==> config.mk <==
export PLATFORM = sky130hd
export DESIGN_NAME = fifo_sync_param
export DESIGN_NICKNAME = d
export VERILOG_FILES = /design/src/rtl/fifo_sync_param.sv
export SDC_FILE = /design/constraint.sdc
export NUM_CORES = 1
export LEC_CHECK = 0
export ABC_AREA = 1
export BUFFER_PORTS_ARGS = -buffer_cell sky130_fd_sc_hd__buf_2
export CAP_MARGIN = 20
export CORE_ASPECT_RATIO = 1.4
export CORE_MARGIN = 10
export CORE_UTILIZATION = 55
export CTS_BUF_LIST = sky130_fd_sc_hd__clkbuf_4 sky130_fd_sc_hd__clkbuf_8 sky130_fd_sc_hd__clkbuf_16
export CTS_CLUSTER_DIAMETER = 50
export CTS_CLUSTER_SIZE = 20
export DETAILED_ROUTE_END_ITERATION = 10
export GPL_TIMING_DRIVEN = 0
export PLACE_DENSITY = 0.71
export SLEW_MARGIN = 15
export SYNTH_ARGS = -nofsm -noshare
export SYNTH_HDL_FRONTEND = slang
export SYNTH_SLANG_ARGS = --single-unit
==> constraint.sdc <==
create_clock -name iclk -period 6.8 [get_ports iclk]
set_clock_uncertainty 0.2 [all_clocks]
set_input_delay 0.68 -clock iclk [delete_from_list [all_inputs] [get_ports iclk]]
set_output_delay 0.68 -clock iclk [all_outputs]
set_load 0.02 [all_outputs]
==> src/rtl/fifo_sync_param.sv <==
// Synchronous FIFO with fill count, almost flags, sticky error flags and flush.
// Define FIFO_REG_OUT_EN for a registered read port (1-cycle latency).
module fifo_sync_param #(
    parameter int DATA_W   = 16,
    parameter int ADDR_W   = 5,
    parameter int AF_LEVEL = 28,
    parameter int AE_LEVEL = 4
) (
    input  logic              iclk,
    input  logic              ireset_n,
    input  logic              iflush,
    input  logic              iwr,
    input  logic              ird,
    input  logic [DATA_W-1:0] iw_data,
    output logic [DATA_W-1:0] or_data,
    output logic              ofull,
    output logic              oempty,
    output logic              oalmost_full,
    output logic              oalmost_empty,
    output logic [ADDR_W:0]   ocount,
    output logic              ooverflow,
    output logic              ounderflow
);

    localparam int DEPTH = 1 << ADDR_W;
    localparam logic [ADDR_W:0] DEPTH_C = (ADDR_W+1)'(DEPTH);
    localparam logic [ADDR_W:0] AF_C    = (ADDR_W+1)'(AF_LEVEL);
    localparam logic [ADDR_W:0] AE_C    = (ADDR_W+1)'(AE_LEVEL);

    logic [DATA_W-1:0] mem_q [DEPTH];

    logic [ADDR_W:0] wptr_q, wptr_d;
    logic [ADDR_W:0] rptr_q, rptr_d;
    logic [ADDR_W:0] count_q, count_d;
    logic            ovf_q, ovf_d;
    logic            unf_q, unf_d;
    logic            full, empty;
    logic            wr_acc, rd_acc;
    logic            mem_we;
    logic [ADDR_W-1:0] waddr, raddr;

    assign waddr = wptr_q[ADDR_W-1:0];
    assign raddr = rptr_q[ADDR_W-1:0];

    // Status is decoded from the count register only, never from iwr/ird.
    assign full          = (count_q == DEPTH_C);
    assign empty         = (count_q == '0);
    assign ofull         = full;
    assign oempty        = empty;
    assign oalmost_full  = (count_q >= AF_C);
    assign oalmost_empty = (count_q <= AE_C);
    assign ocount        = count_q;
    assign ooverflow     = ovf_q;
    assign ounderflow    = unf_q;

    assign wr_acc = iwr & ~full;
    assign rd_acc = ird & ~empty;
    assign mem_we = wr_acc & ~iflush & ireset_n;

    always_comb begin
        wptr_d  = wptr_q;
        rptr_d  = rptr_q;
        count_d = count_q;
        ovf_d   = ovf_q;
        unf_d   = unf_q;
        if (iflush) begin
            wptr_d  = '0;
            rptr_d  = '0;
            count_d = '0;
            ovf_d   = 1'b0;
            unf_d   = 1'b0;
        end else begin
            if (wr_acc) wptr_d = wptr_q + 1'b1;
            if (rd_acc) rptr_d = rptr_q + 1'b1;
            unique case ({wr_acc, rd_acc})
                2'b10:   count_d = count_q + 1'b1;
                2'b01:   count_d = count_q - 1'b1;
                default: count_d = count_q;
            endcase
            ovf_d = ovf_q | (iwr & full);
            unf_d = unf_q | (ird & empty);
        end
    end

    always_ff @(posedge iclk) begin
        if (!ireset_n) begin
            wptr_q  <= '0;
            rptr_q  <= '0;
            count_q <= '0;
            ovf_q   <= 1'b0;
            unf_q   <= 1'b0;
        end else begin
            wptr_q  <= wptr_d;
            rptr_q  <= rptr_d;
            count_q <= count_d;
            ovf_q   <= ovf_d;
            unf_q   <= unf_d;
        end
    end

    always_ff @(posedge iclk) begin
        if (mem_we) mem_q[waddr] <= iw_data;
    end

`ifdef FIFO_REG_OUT_EN
    logic [DATA_W-1:0] rdata_q, rdata_d;

    always_comb begin
        rdata_d = rdata_q;
        if (!iflush && rd_acc) rdata_d = mem_q[raddr];
    end

    always_ff @(posedge iclk) begin
        if (!ireset_n) rdata_q <= '0;
        else           rdata_q <= rdata_d;
    end

    assign or_data = rdata_q;
`else
    // Show-ahead: head word is visible without a read strobe.
    assign or_data = mem_q[raddr];
`endif

endmodule

==> flow_metrics.py, run 1 <==
metrics = {
    "die": {
        "io_pins": 49,
        "initial_core_util_pct": 55.80,
        "coreArea_sq_um": 39490,
        "die_area_sq_um": 48590,
        "die_h_um": 256.8,
        "rows": 86,
        "die_w_um": 189.2,
    },
    "worst_setup_path": {
        "path_class": "flop to output pin",
        "r2r_slack_ps": 3890,
        "required_ps": 5920,
        "reg2reg_depth": 18,
        "path_max_fanout": 10,
        "r2r-end": "ocount[4]$_SDFFE_PP0P_",
        "endpoint_kind": "output pin",
        "r2r-start": "ocount[0]$_SDFFE_PP0P_",
        "worstPathArrival_ps": 3060,
        "crit_end": "or_data[13]",
        "cp-start-kind": "flop",
    },
    "global_routing": {
        "track_usage_pct": 24.79,
        "grt_max_degree": 33,
        "grt_overflow": 0,
        "grt_pass1_vias": 14840,
        "grt_pass1_wl_um": 89870,
        "antenna_found_initial": 0,
    },
    "finish": {
        "antenna_cells": 0,
        "syn_to_final_growth_pct": 11.76,
        "fillers": 2995,
        "multi_input_area_sq_um": 5399,
        "regArea_sq_um": 15840,
        "drive_gt1_share_pct": 12.87,
        "layout.nets": 2044,
    },
    "drt": {
        "drc_errors": 0,
        "routed-via-count": 15220,
        "initialDrtViolationCount": 1775,
        "detail_route.wirelength_um": 61220,
        "via_per_inst": 5.937,
        "drt-pass1-iter-count": 6,
        "wl_per_cell_um": 23.87,
        "final_antenna_net_count": 0,
    },
    "synthesis": {
        "netlist_instances": 1898,
        "yosys_register_bits": 535,
        "synth.avg_cell_area_sq_um": 11.61,
        "synth_nets": 1927,
        "netlist_area_sq_um": 22040,
        "synth_area_leaders": "edfxtp_1 70%, nand2_1 11%, nand3_1 9.1%",
        "synth-edff-count": 512,
        "yosys_warnings": 0,
        "async_flop_share_pct": 0,
        "ys_types": 29,
        "ys_seq_area_share_pct": 71.86,
        "synth.top_cell.area_share_pct": 69.77,
        "ys.flop_type": "edfxtp_1",
        "yosys.area.top_type": "edfxtp_1",
    },
    "job": {
        "max_cap_violations": 0,
    },
    "clocking": {
        "postCtsSetupRepairBufs": 0,
        "clockBufferDepth": 3,
        "hold_buffers": 0,
        "cts.repair.resized": 0,
        "cts.clk_slew.worst_paths_ps": 80,
        "cts_tree": "done",
        "clk_latency_ps": 560,
        "clockRootBuffer": "clkbuf_16",
        "numCtsBuffers": 38,
        "h-tree-depth": 2,
        "cts_sinks": 535,
    },
    "sta": {
        "final.setup.tns_ps": 0,
        "setup_ws_ps": 2857,
        "setup_viol": 0,
        "slew_headroom_pct": 43.25,
        "max_freq_ghz": 0.2536,
        "finalCriticalPeriod_ps": 3943,
        "rsz0062_at_grt": "false",
        "hold_viol_final": 0,
        "tightest_slew_ps": 851.3,
        "period_share_pct": 57.98,
        "slew_viol_final": 0,
    },
    "placed_design": {
        "dp_hpwl_um": 41360,
        "place_ws_ps": 3598,
        "gp_congestion": 1.011,
        "io_buffers": 48,
    },
    "outcome": {
        "status": "completed",
    },
    "power": {
        "peakVddDrop_mv": 0.1962,
        "power.leakage_nw": 8.937,
        "pwr_density_cell_nw_per_um2": 278.0,
    },
    "worst_hold_path": {
        "hold_path.class": "input port to flop",
        "hp-start": "ird",
    },
}
==> registers in the layout, summed over array words and instances, names as in the netlist, named ones only <==
register    flops
ooverflow       1
wptr_q          5
ocount          6
rptr_q          5
ounderflow      1
mem_q         512
==> cells in the final DEF (no fill, tap or decap), types with 10 or more instances in the layout <==
| cell | synthesis | final |
|---|---|---|
| a21oi_1 | 47 | 47 |
| buf_1 | 10 | 10 |
| buf_2 | 33 | 81 |
| buf_4 | 25 | 25 |
| buf_6 | 26 | 31 |
| buf_8 | 2 | 26 |
| clkbuf_1 | 15 | 15 |
| clkbuf_16 | 0 | 38 |
| dfxtp_1 | 23 | 23 |
| edfxtp_1 | 512 | 512 |
| inv_1 | 31 | 31 |
| nand2_1 | 665 | 665 |
| nand3_1 | 400 | 400 |
| nor2_1 | 53 | 21 |
| nor2_2 | 1 | 30 |
| o21ai_0 | 11 | 11 |
| o21ai_1 | 16 | 16 |
==> power breakdown <==
group	switching, W	internal [W]
clock network	0.00116	0.00110
logic	0.000665	0.000286
registers	0.0000172	0.00362
==> synth_stat cells (15+ instances only) <==
cell and count:
buf_6 26, nand3_1 400, o21ai_1 16, buf_4 25
dfxtp_1 23, buf_2 33, clkbuf_1 15, nor2_1 53
edfxtp_1 512, a21oi_1 47, inv_1 31, nand2_1 665
==> how the worst min path moves through the flow <==
stage / slack [ps] / endpoint / cells after the start
floorplan: 230 / flop / 2
global placement: 250 / ounderflow$_SDFF_PP0_ / 2
detailed placement: 250 / flop / 2
CTS: 150 / ounderflow$_SDFF_PP0_ / 3
global route: 210 / ounderflow$_SDFF_PP0_ / 3
finish: 160 / ounderflow$_SDFF_PP0_ / 3
==> cell families after synthesis <==
kind of cell | count (synthesis) | share of synthesized area [%]
AND/OR/NAND/NOR | 1131 | 21.70
flip-flops | 535 | 71.86
buffers and inverters | 144 | 4.077
AO/OA/AOI/OAI | 77 | 1.794
adder cells (fa/ha/maj) | 8 | 0.4542
XOR/XNOR | 3 | 0.1193
==> worst max-delay path, cell delays in order, from the launching register on <==
cell and delay (ps):
dfxtp_1 420, clkbuf_1 620, buf_2 500, nand3_1 190, nand3_1 170, nand2_1 100, nand2_1 70, nand2_1 70
nand2_1 60, nand2_1 100, buf_2 180
==> layer usage <==
layer	share of wire, %	routed length, um	global-route usage (%)	vias up
li1	-	-	-	6848
met1	34	20940	28.88	7318
met2	50	30600	42.12	885
met3	9.4	5777	4.034	172
met4	6.4	3896	15.20	0
met5	0	0	0	-
==> through the flow <==
step	hold WS (ps)	utilization (%)	cells	total power (W)	cell area [sq um]
2_1_floorplan	233.1	-	1898	0.004307	22040
3_3_place_gp	245.4	58.09	2474	0.004621	22940
3_5_place_dp	250.9	59.38	2503	0.004646	23450
4_1_cts	149.0	62.37	2564	0.006844	24630
5_1_grt	211.0	62.37	2564	0.007069	24630
6_report	159.7	62.37	2564	0.006847	24630
==> final cells by class <==
type	count	share of cell area, %
repair buffers	77	2.667
clock buffers	39	3.891
flip-flops and latches	535	64.30
inverters	33	0.5233
clock inverters	22	0.8941
plain buffers	111	3.124
well taps	528	2.682
multi-input cells	1219	21.92
Power figures use the tool's default switching activity.
==> run 2, diff against run 1 <==
==> constraint.sdc (replaced) <==
create_clock -name iclk -period 3.7 [get_ports iclk]
set_clock_uncertainty 0.2 [all_clocks]
set_input_delay 0.37 -clock iclk [delete_from_list [all_inputs] [get_ports iclk]]
set_output_delay 0.37 -clock iclk [all_outputs]
set_load 0.02 [all_outputs]
==> flow_metrics.py, run 2 (synthesized netlist as in run 1, its figures left out) <==
metrics = {
    "finish": {
        "final_cell_mix": "665 x nand2_1, 512 x edfxtp_1, 400 x nand3_1",
        "drive_gt1_share_pct": 12.84,
        "final_cells": 2569,
        "fin_util_pct": 62.49,
        "largest_reg_flops": 512,
        "syn_to_final_growth_pct": 11.99,
        "layout.nets": 2049,
        "antenna_cells": 0,
        "mostFrequentLayoutCell": "nand2_1",
        "top_register": "mem_q",
    },
    "power": {
        "peakVddDrop_mv": 0.3595,
        "power.leakage_nw": 8.959,
        "pwr_density_cell_nw_per_um2": 510.1,
    },
    "worst_setup_path": {
        "endpoint_kind": "output pin",
        "r2r-start": "ocount[0]$_SDFFE_PP0P_",
        "path_max_fanout": 10,
        "reg2reg_depth": 18,
        "worstPathArrival_ps": 3100,
        "cp-start-kind": "flop",
        "path_class": "flop to output pin",
        "r2r_slack_ps": 800,
        "required_ps": 3130,
        "r2r-end": "ocount[4]$_SDFFE_PP0P_",
    },
    "global_routing": {
        "grt_pass1_vias": 14870,
        "grt_max_degree": 33,
        "antenna_found_initial": 0,
        "grt_pass1_wl_um": 89960,
        "track_usage_pct": 24.81,
        "grt_overflow": 0,
    },
    "drt": {
        "drt-pass1-iter-count": 6,
        "drc_errors": 0,
        "wl_per_cell_um": 23.78,
        "final_antenna_net_count": 0,
        "routed-via-count": 15240,
        "detail_route.wirelength_um": 61080,
        "initialDrtViolationCount": 1837,
        "via_per_inst": 5.933,
    },
    "clocking": {
        "h-tree-depth": 2,
        "cts_tree": "done",
        "cts.clk_slew.worst_paths_ps": 70,
        "clk_latency_ps": 560,
        "numCtsBuffers": 38,
        "cts.repair.resized": 0,
        "cts_sinks": 535,
        "clockBufferDepth": 3,
        "clockRootBuffer": "clkbuf_16",
    },
    "sta": {
        "slew_viol_final": 0,
        "max_freq_ghz": 0.2728,
        "hold_viol_final": 0,
        "finalCriticalPeriod_ps": 3665,
        "slew_headroom_pct": 42.36,
        "setup_ws_ps": 34.68,
        "setup_viol": 0,
        "period_share_pct": 99.06,
        "rsz0062_at_grt": "false",
        "tightest_slew_ps": 864.7,
        "final.setup.tns_ps": 0,
        "hold_ws_ps": 185.1,
    },
    "placed_design": {
        "placed_cells": 2503,
        "place_ws_ps": 808.1,
        "io_buffers": 48,
        "gp_congestion": 1.011,
        "dp_hpwl_um": 41360,
    },
    "die": {
        "initial_core_util_pct": 55.80,
        "die_w_um": 189.2,
        "coreArea_sq_um": 39490,
        "rows": 86,
        "die_area_sq_um": 48590,
        "io_pins": 49,
        "die_h_um": 256.8,
    },
    "worst_hold_path": {
        "hp-start": "iw_data[13]",
        "hold_path.class": "input port to flop",
        "whs_endpoint": "mem_q[7][13]$_DFFE_PP_",
        "holdPathStages": 1,
    },
    "job": {
        "max_cap_violations": 0,
    },
    "outcome": {
        "status": "completed",
    },
}
-- run 2: how the worst max path moves through the flow --
stage / slack, ps / cells after the start / start / to
final: 30 / 10 / flop / or_data[13]
after global routing: 40 / 10 / flop / or_data[4]
after CTS: 190 / 10 / flop / or_data[10]
after detailed placement: 810 / 10 / flop / or_data[10]
after global placement: 80 / 6 / iflush / mem_q[23][6]$_DFFE_PP_
after floorplan: 1170 / 18 / ocount[0]$_SDFFE_PP0P_ / ocount[4]$_SDFFE_PP0P_
-- run 2: timing repair --
action / CTS / global route
hold buffers: 5 / 0
hold endpoints to repair: 15 / 0
setup buffers: 0 / 0
-- run 2: layer usage --
layer	vias up	share of wire (%)	global-route usage, %
met3	184	9.6	4.075
met4	0	6.5	15.13
met2	864	50	42.22
li1	6862	-	-
met5	-	0	0
met1	7333	34	28.85
-- run 2: where the power goes --
part | leakage [nW] | internal (W) | switching [W]
registers | 4.79 | 0.00665 | 0.0000311
clock network | 0.573 | 0.00203 | 0.00213
logic | 3.60 | 0.000529 | 0.00122
-- run 2: through the flow --
stage	total power, W	instance area, sq um
2_1_floorplan	0.007916	22040
3_3_place_gp	0.008493	22940
3_5_place_dp	0.008539	23450
4_1_cts	0.01258	24680
5_1_grt	0.01300	24680
6_report	0.01259	24680
-- run 2: critical path, cell delays in order, from the launching register on --
cell	delay [ps]
dfxtp_1	410
clkbuf_1	620
buf_2	500
nand3_1	190
nand3_1	180
nand2_1	110
nand2_1	70
nand2_1	70
nand2_1	60
nand2_1	110
buf_2	190
-- run 2: cell type report --
type / count / area, sq um
plain buffers: 111 / 769.5
clock buffers: 39 / 958.4
clock inverters: 22 / 220.2
fillers: 2988 / 14810
inverters: 33 / 128.9
multi-input cells: 1219 / 5399
flip-flops and latches: 535 / 15840
well taps: 528 / 660.6
repair buffers: 82 / 706.9
